$ cat src/rtl/home_status_tx.sv
// Serial status transmitter to the remote wall panel: start bit, 9 payload bits LSB first,
// even parity, stop bit. A frame is sent when the sampled word changes or on a resend request.
//
// state    | meaning
// ---------+----------------------------------------------
// S_IDLE   | line high, waiting for a payload change or request
// S_START  | driving the start bit (0)
// S_DATA   | driving payload bits 0..8 from the shift register
// S_PARITY | driving the even parity of the latched payload
// S_STOP   | driving the stop bit (1); done in its last cycle
module home_status_tx #(
    parameter int CLKS_PER_BIT = 16
) (
    input  logic       Clk,
    input  logic       Rst_n,
    input  logic [2:0] display,
    input  logic       fdoor,
    input  logic       rdoor,
    input  logic       winbuzz,
    input  logic       alarmbuzz,
    input  logic       heater,
    input  logic       cooler,
    input  logic       send_req,
    output logic       tx,
    output logic       busy,
    output logic       done,
    output logic [7:0] frame_cnt
);

    typedef enum logic [2:0] {
        S_IDLE   = 3'd0,
        S_START  = 3'd1,
        S_DATA   = 3'd2,
        S_PARITY = 3'd3,
        S_STOP   = 3'd4
    } state_t;

    localparam logic [7:0] BAUD_MAX = 8'(CLKS_PER_BIT - 1);

    state_t     r_state,  w_state_nx;
    logic [7:0] r_baud,   w_baud_nx;
    logic [3:0] r_bit,    w_bit_nx;
    logic [8:0] r_shift,  w_shift_nx;
    logic       r_par,    w_par_nx;
    logic [8:0] r_last,   w_last_nx;
    logic       r_pend,   w_pend_nx;
    logic [7:0] r_cnt,    w_cnt_nx;
    logic       r_tx,     w_tx_nx;
    logic       r_busy,   w_busy_nx;
    logic       r_done,   w_done_nx;
    logic [8:0] w_payload;

    assign w_payload = {cooler, heater, alarmbuzz, winbuzz, rdoor, fdoor, display};

    always_ff @(posedge Clk or negedge Rst_n) begin
        if (!Rst_n) begin
            r_state <= S_IDLE;
            r_baud  <= '0;
            r_bit   <= '0;
            r_shift <= '0;
            r_par   <= 1'b0;
            r_last  <= '0;
            r_pend  <= 1'b0;
            r_cnt   <= '0;
            r_tx    <= 1'b1;
            r_busy  <= 1'b0;
            r_done  <= 1'b0;
        end else begin
            r_state <= w_state_nx;
            r_baud  <= w_baud_nx;
            r_bit   <= w_bit_nx;
            r_shift <= w_shift_nx;
            r_par   <= w_par_nx;
            r_last  <= w_last_nx;
            r_pend  <= w_pend_nx;
            r_cnt   <= w_cnt_nx;
            r_tx    <= w_tx_nx;
            r_busy  <= w_busy_nx;
            r_done  <= w_done_nx;
        end
    end

    always_comb begin
        w_state_nx = r_state;
        w_baud_nx  = r_baud;
        w_bit_nx   = r_bit;
        w_shift_nx = r_shift;
        w_par_nx   = r_par;
        w_last_nx  = r_last;
        w_pend_nx  = r_pend | send_req;
        w_cnt_nx   = r_cnt;

        case (r_state)
            S_IDLE: begin
                // A request arriving with the change is absorbed into this same frame.
                if ((w_payload != r_last) || r_pend || send_req) begin
                    w_state_nx = S_START;
                    w_baud_nx  = BAUD_MAX;
                    w_bit_nx   = '0;
                    w_shift_nx = w_payload;
                    w_par_nx   = ^w_payload;
                    w_last_nx  = w_payload;
                    w_pend_nx  = 1'b0;
                end
            end
            S_START: begin
                if (r_baud == 8'd0) begin
                    w_state_nx = S_DATA;
                    w_baud_nx  = BAUD_MAX;
                    w_bit_nx   = '0;
                end else begin
                    w_baud_nx = r_baud - 8'd1;
                end
            end
            S_DATA: begin
                if (r_baud == 8'd0) begin
                    w_baud_nx = BAUD_MAX;
                    if (r_bit == 4'd8) begin
                        w_state_nx = S_PARITY;
                        w_bit_nx   = '0;
                    end else begin
                        w_bit_nx   = r_bit + 4'd1;
                        w_shift_nx = {1'b0, r_shift[8:1]};
                    end
                end else begin
                    w_baud_nx = r_baud - 8'd1;
                end
            end
            S_PARITY: begin
                if (r_baud == 8'd0) begin
                    w_state_nx = S_STOP;
                    w_baud_nx  = BAUD_MAX;
                end else begin
                    w_baud_nx = r_baud - 8'd1;
                end
            end
            S_STOP: begin
                if (r_baud == 8'd0) begin
                    w_state_nx = S_IDLE;
                    w_cnt_nx   = r_cnt + 8'd1;
                end else begin
                    w_baud_nx = r_baud - 8'd1;
                end
            end
            default: begin
                w_state_nx = S_IDLE;
                w_baud_nx  = '0;
                w_bit_nx   = '0;
            end
        endcase

        // Outputs are decoded from the next state so they leave the flops aligned with it.
        case (w_state_nx)
            S_START:  w_tx_nx = 1'b0;
            S_DATA:   w_tx_nx = w_shift_nx[0];
            S_PARITY: w_tx_nx = w_par_nx;
            default:  w_tx_nx = 1'b1;
        endcase
        w_busy_nx = (w_state_nx != S_IDLE);
        w_done_nx = (w_state_nx == S_STOP) && (w_baud_nx == 8'd0);
    end

    assign tx        = r_tx;
    assign busy      = r_busy;
    assign done      = r_done;
    assign frame_cnt = r_cnt;

endmodule

$ cat config.mk
export PLATFORM = sky130hd
export DESIGN_NAME = home_status_tx
export DESIGN_NICKNAME = d
export VERILOG_FILES = /design/src/rtl/home_status_tx.sv
export SDC_FILE = /design/constraint.sdc
export NUM_CORES = 1
export LEC_CHECK = 0
export ABC_AREA = 1
export BUFFER_PORTS_ARGS = -buffer_cell sky130_fd_sc_hd__buf_2
export CAP_MARGIN = 10
export CELL_PAD_IN_SITES_DETAIL_PLACEMENT = 0
export CELL_PAD_IN_SITES_GLOBAL_PLACEMENT = 2
export CORE_UTILIZATION = 30
export CTS_CLUSTER_DIAMETER = 100
export DETAILED_ROUTE_END_ITERATION = 10
export GPL_TIMING_DRIVEN = 0
export MAX_ROUTING_LAYER = met4
export PLACE_DENSITY_LB_ADDON = 0.1
export SKIP_LAST_GASP = 1
export SLEW_MARGIN = 15
export SYNTH_ARGS = -nofsm -noshare
export SYNTH_HDL_FRONTEND = slang
export SYNTH_SLANG_ARGS = --single-unit
export TNS_END_PERCENT = 20
$ cat constraint.sdc
create_clock -name Clk -period 2.3 [get_ports Clk]
set_clock_uncertainty 0.05 [all_clocks]
set_input_delay 0.115 -clock Clk [delete_from_list [all_inputs] [get_ports Clk]]
set_output_delay 0.115 -clock Clk [all_outputs]
set_load 0.02 [all_outputs]
==> impl_metrics.toml, run 1 <==
[clock_tree]
clk_pin_slew_ns = 0.09
clockRootBuffer = "clkbuf_8"
clockBufferDepth = 2
cts_tree = "yes"
cts.sinks = 46
insertion_delay_ns = 0.31
numCtsBuffers = 5
ctsResizeCount = 0
cts_max_level = 2

[sta]
rsz0062_at_grt = "no"
fin_crit_sh = 0.910
fin_crit_ns = 2.09
max_clock_freq_mhz = 478
slew-limit-headroom = 0.587
final_hold_viol_count = 0
slew_violations = 0
totalNegativeSetupSlack_ns = 0
setup-violations-final = 0
tightest_slew_ns = 0.619

[cells_and_area]
n_antenna_cell = 0
fin_nets = 389
post-route-cell-area_sq_mm = 0.00295
multi_input_area_sq_mm = 0.00121
drive_gt1_frac = 0.153
fillCellCount = 886
register_area_sq_mm = 0.00115
area_growth_pct = 15.4

[critical_path]
critical_path_arrival_ns = 2.27
critPathMaxFanout = 4
worstSetupPathType = "reg -> reg"
r2r_start = "r_baud[0]$_DFF_PN0_"
worstSetupEndpointType = "register"
critPathRequiredTime_ns = 2.48
startpoint_type = "register"
startpoint = "r_baud[0]$_DFF_PN0_"

[global_routing]
grt_antenna_before_repair = 0
use_met3 = 0.0243
grt_max_degree = 47
first_global_vias = 2107
grt_pass1_wl_microns = 10200
grt_use_met1 = 0.208
grt_util_met2 = 0.249
busiest_layer = "met2"
grt-ovfl-total = 0
track_usage = 0.156

[power_and_ir_drop]
p_per_area_mw_per_mm2 = 513
p_clk_frac = 0.415
power_frac_seq = 0.535
vdd_drop_max_uv = 219
p_leak_nw = 1.48
combinationalPowerShare = 0.050
internal-power_mw = 1.16
swShare = 0.233
switchingPower_mw = 0.351

[die]
start_util = 0.310
fp.dieW_microns = 94.2
dieHeight_microns = 94.2
die-area_sq_mm = 0.00888
core-area_sq_mm = 0.00822
pin_count = 23
rows = 33

[min_path]
hold_start = "send_req"
hold_path.class = "in -> reg"

[outcome]
status = "finished, final reports clean"

[job]
max-cap-violations = 0

[place]
io_buffers = 22
globalplace.congestion = 0.724
dpl_cell_area_sq_mm = 0.00279
dp_hpwl_microns = 4480

[synth]
synth_edf_count = 0
yosys.cell_types.count = 30
ys_async_sr_fraction = 1.00
syn_inst = 340
yosys_warnings = 0
avgSynthCellArea_sq_um = 7.50
synth_nets = 357
yosys_most_used_dff = "dfrtp_1"
synthMostInstantiatedCell = "nand2_1"
synth_top_area_share = 0.441
synth-seq-cells = 46
syn-cell-area_sq_mm = 0.00255
synth_common_cells = "nand2_1, dfrtp_1, inv_1, nand3_1, nor2_1"
ys_seq_area_frac = 0.452
synth.area.top_cells = "dfrtp_1, nand2_1, nand3_1"
synth_top_area_cell = "dfrtp_1"

[route]
num_vias = 2130
wirelength_microns = 6010
drc_errors = 0
first_pass_iters = 4
vias_per_cell = 4.46
drt_iter0_drc = 59
ant_nets = 0
wl_per_cell_microns = 12.6
[worst paths after layout]
check,endpoint,slack [ns],cells after the start
setup / recovery,done$_DFF_PN0_,0.21,11
hold / removal,r_pend$_DFF_PN0_,0.01,3
setup reg to reg,done$_DFF_PN0_,0.21,11
hold reg to reg,frame_cnt[7]$_DFFE_PN0P_,0.42,1
max in group asynchronous,r_baud[2]$_DFF_PN0_,1.46,2
min in group asynchronous,r_last[8]$_DFFE_PN0P_,0.30,2
[final cells by class]
class | instances | area share
buffer | 3 | 0.00510
clock buffer | 5 | 0.0234
clock inverter | 3 | 0.0149
inverter | 45 | 0.0573
multi-input combinational | 246 | 0.412
sequential | 46 | 0.391
tap | 105 | 0.0446
timing repair buffer | 25 | 0.0510
[power groups by stage]
stage                     Combinational, mW  Clock [mW]  Sequential (mW)
after global routing                 0.0895       0.692            0.808
after floorplan                      0.0336           0            0.824
after detailed placement             0.0759           0            0.824
after CTS                            0.0761       0.656            0.808
after global placement               0.0766           0            0.824
final                                0.0754       0.626            0.808
[timing repair]
item / 4_1_cts / 5_1_grt
hold endpoints to repair: 0 / 45
hold buffers: 0 / 1
buffers inserted: 0 / 2
setup endpoints to repair: 0 / 6
[metrics by stage]
| stage | hold slack (ns) | setup WS [ns] | std cells | power (mW) | util |
|---|---|---|---|---|---|
| 2_1_floorplan | -0.231 | 0.393 | 340 | 0.858 | - |
| 3_3_place_gp | 0.311 | 0.0763 | 467 | 0.901 | 0.340 |
| 3_5_place_dp | 0.318 | 0.0885 | 467 | 0.900 | 0.340 |
| 4_1_cts | 0.00374 | 0.0604 | 475 | 1.54 | 0.354 |
| 5_1_grt | 0.0414 | 0.00264 | 478 | 1.59 | 0.358 |
| 6_report | 0.0124 | 0.207 | 478 | 1.51 | 0.358 |
[per-layer routing]
metal  routed length (microns)  up-vias
met2                      2850       28
met4                        57        0
met1                      2940      964
met5                         0        -
li1                          -     1132
met3                       167        6
[cells by family after synthesis]
group	count (synthesis)	share of synthesized area
multiplexers	1	0.00441
flip-flops	46	0.452
XOR/XNOR	12	0.0412
AND/OR/NAND/NOR	202	0.345
buffers and inverters	48	0.0721
adder cells (fa/ha/maj)	5	0.0245
AO/OA/AOI/OAI	26	0.0613
[sequential cells by signal, indices dropped and copies added (netlist names)]
| name | flops |
|---|---|
| r_last | 9 |
| r_shift | 9 |
| frame_cnt | 8 |
| r_baud | 8 |
| r_bit | 4 |
| r_state | 3 |
| busy | 1 |
| done | 1 |
| r_par | 1 |
| r_pend | 1 |
| tx | 1 |
[cells in the final DEF, fill, tap and decap left out, types with 2 or more instances in the layout]
master | Yosys | final
o21ai_0 | 13 | 13
nor2_1 | 30 | 30
dfrtp_1 | 45 | 45
inv_1 | 41 | 41
buf_2 | 2 | 23
nand2_2 | 2 | 2
nand4_1 | 5 | 5
a21oi_1 | 7 | 7
clkbuf_8 | 0 | 5
inv_2 | 4 | 4
buf_4 | 0 | 2
nand3_1 | 39 | 39
nand3b_1 | 2 | 2
xnor2_1 | 5 | 5
nor3_1 | 4 | 4
nand2_1 | 108 | 108
or2_2 | 4 | 4
xor2_1 | 7 | 7
nand3_2 | 2 | 2
ha_1 | 5 | 5
nor2_2 | 4 | 4
[worst max-delay path, stage by stage (launching register included)]
cell,delay (ns)
dfrtp_1,0.39
inv_1,0.10
ha_1,0.23
nand3_2,0.15
nor2_4,0.15
inv_1,0.11
ha_1,0.29
a21oi_1,0.17
nand3_1,0.13
nor2_1,0.11
nand3_1,0.07
nor2_1,0.09
(Power assumes the default switching activity.)
==> inputs of run 2 (changes only) <==
--- a/config.mk
+++ b/config.mk
@@ -10,12 +10,14 @@
 export CAP_MARGIN = 10
 export CELL_PAD_IN_SITES_DETAIL_PLACEMENT = 0
 export CELL_PAD_IN_SITES_GLOBAL_PLACEMENT = 2
+export CORE_MARGIN = 8
 export CORE_UTILIZATION = 30
 export CTS_CLUSTER_DIAMETER = 100
 export DETAILED_ROUTE_END_ITERATION = 10
 export GPL_TIMING_DRIVEN = 0
 export MAX_ROUTING_LAYER = met4
 export PLACE_DENSITY_LB_ADDON = 0.1
+export REMOVE_ABC_BUFFERS = 1
 export SKIP_LAST_GASP = 1
 export SLEW_MARGIN = 15
 export SYNTH_ARGS = -nofsm -noshare
==> impl_metrics.toml, run 2 (synthesis gave the netlist of run 1 again) <==
[critical_path]
worstSetupEndpoint = "busy$_DFF_PN0_"
r2r_start = "r_baud[0]$_DFF_PN0_"
startpoint_type = "register"
worstSetupEndpointType = "register"
critPathMaxFanout = 11
cpMostUsedCell = "inv_1"
cp.depth = 11
startpoint = "r_baud[0]$_DFF_PN0_"
cp_top_family = "simple AND/OR/NAND/NOR gates"
critPathRequiredTime_ns = 2.45
worstSetupPathType = "reg -> reg"
path_buf_inv = 3
timing.rr.end = "busy$_DFF_PN0_"
critical_path_arrival_ns = 2.25
r2r.worst_path.cells = 11
cpPeakStageDelay_ns = 0.40
crit_slowest_cell = "dfrtp_1"
reg2reg_slack_ns = 0.20
path_cells = "inv_1, ha_1, nand3_2, nor2_4, buf_4, nor2_1, a21oi_1, nand2_2, nor2_2, inv_1, or2_1"

[route]
wirelength_microns = 5990
num_vias = 2135
first_pass_iters = 4
wl_per_cell_microns = 12.6
drt_iter0_drc = 100
vias_per_cell = 4.49
ant_nets = 0
drc_errors = 0

[clock_tree]
cts_tree = "yes"
clockRootBuffer = "clkbuf_8"
cts_max_level = 2
clockBufferDepth = 2
clk_pin_slew_ns = 0.10
insertion_delay_ns = 0.30
cts.sinks = 46
numCtsBuffers = 5

[place]
globalplace.congestion = 0.770
dpl_cell_area_sq_mm = 0.00278
io_buffers = 22
dp_hpwl_microns = 4490

[power_and_ir_drop]
p_per_area_mw_per_mm2 = 485
p_leak_nw = 1.45
total_power_mw = 1.41
vdd_drop_max_uv = 251

[sta]
rsz0062_at_grt = "yes"
final_hold_viol_count = 0
slew-limit-headroom = 0.580
whs_ns = 0.0267
fin_crit_sh = 0.914
fin_crit_ns = 2.10
max_clock_freq_mhz = 476
setup-violations-final = 0
tightest_slew_ns = 0.629
slew_violations = 0

[global_routing]
grt-ovfl-total = 0
grt_max_degree = 47
grt_antenna_before_repair = 0
track_usage = 0.113
grt_pass1_wl_microns = 10300
first_global_vias = 2075

[die]
die-area_sq_mm = 0.0117
pin_count = 23
dieHeight_microns = 108
core-area_sq_mm = 0.00822
start_util = 0.310
fp.dieW_microns = 108
rows = 33

[min_path]
hold_path.class = "in -> reg"

[cells_and_area]
post-route-cell-area_sq_mm = 0.00290
drive_gt1_frac = 0.149
final_common_cell = "nand2_1"
n_antenna_cell = 0
area_growth_pct = 13.8
reg_top3 = "r_last (9), r_shift (9)"
final_cell_mix = "nand2_1, dfrtp_1, inv_1, nand3_1, nor2_1"
fin_nets = 386
fin_util = 0.353

[outcome]
status = "finished, final reports clean"

[job]
max-cap-violations = 0
run 2: changes by cell type in the layout (fill, tap and decap cells not counted), sizes merged:
cell / before / now
buf: 26 / 24
bufinv: 1 / 0
clkbuf: 6 / 5
clkinvlp: 0 / 1
run 2: worst min-delay path by stage:
stage,start,to,slack [ns],depth (start not counted)
after floorplan,Rst_n,busy$_DFF_PN0_,-0.23,0
after global placement,send_req,r_pend$_DFF_PN0_,0.33,3
after detailed placement,send_req,r_pend$_DFF_PN0_,0.34,3
after CTS,Rst_n,done$_DFF_PN0_,0.005,1
after global routing,send_req,r_pend$_DFF_PN0_,0.03,3
final,send_req,r_pend$_DFF_PN0_,0.03,3
run 2: area by class of cell:
type | instances | area (sq um)
clock inverter | 3 | 25.0
fill | 900 | 5310
timing repair buffer | 25 | 138
clock buffer | 5 | 68.8
tap | 105 | 131
multi-input combinational | 246 | 1220
inverter | 45 | 169
sequential | 46 | 1150
run 2: per-layer routing:
layer	track usage	vias up	wire length [microns]
met5	-	-	0
met3	0.0256	5	207
met2	0.179	28	2800
li1	-	1132	-
met4	0.0297	0	64
met1	0.143	970	2920
run 2: where the power goes:
group                   switching, mW  total [mW]  internal [mW]
Combinational                  0.0512      0.0754         0.0241
Clock                           0.305       0.525          0.220
Sequential     0.00000000000000000885       0.808          0.808
Total                           0.356        1.41           1.05
run 2: per-stage QoR:
stage	std cells	TNS, ns	setup slack [ns]
4_1_cts	474	0	0.157
3_5_place_dp	464	-0.196	-0.196
5_1_grt	475	-0.0667	-0.0307
2_1_floorplan	337	0	0.256
6_report	475	0	0.198
3_3_place_gp	464	-0.271	-0.231
run 2: repair_timing:
item	in CTS	in global routing
resized for setup	0	1
setup buffers	2	0
hold endpoints to repair	0	45
pin swaps	1	0
setup endpoints to repair	2	6
hold buffers	0	1
run 2: worst reg2reg max path: stages (launching register included):
cell	delay, ns
dfrtp_1	0.40
inv_1	0.10
ha_1	0.23
nand3_2	0.14
nor2_4	0.12
buf_4	0.19
nor2_1	0.08
a21oi_1	0.16
nand2_2	0.10
nor2_2	0.14
inv_1	0.07
or2_1	0.21
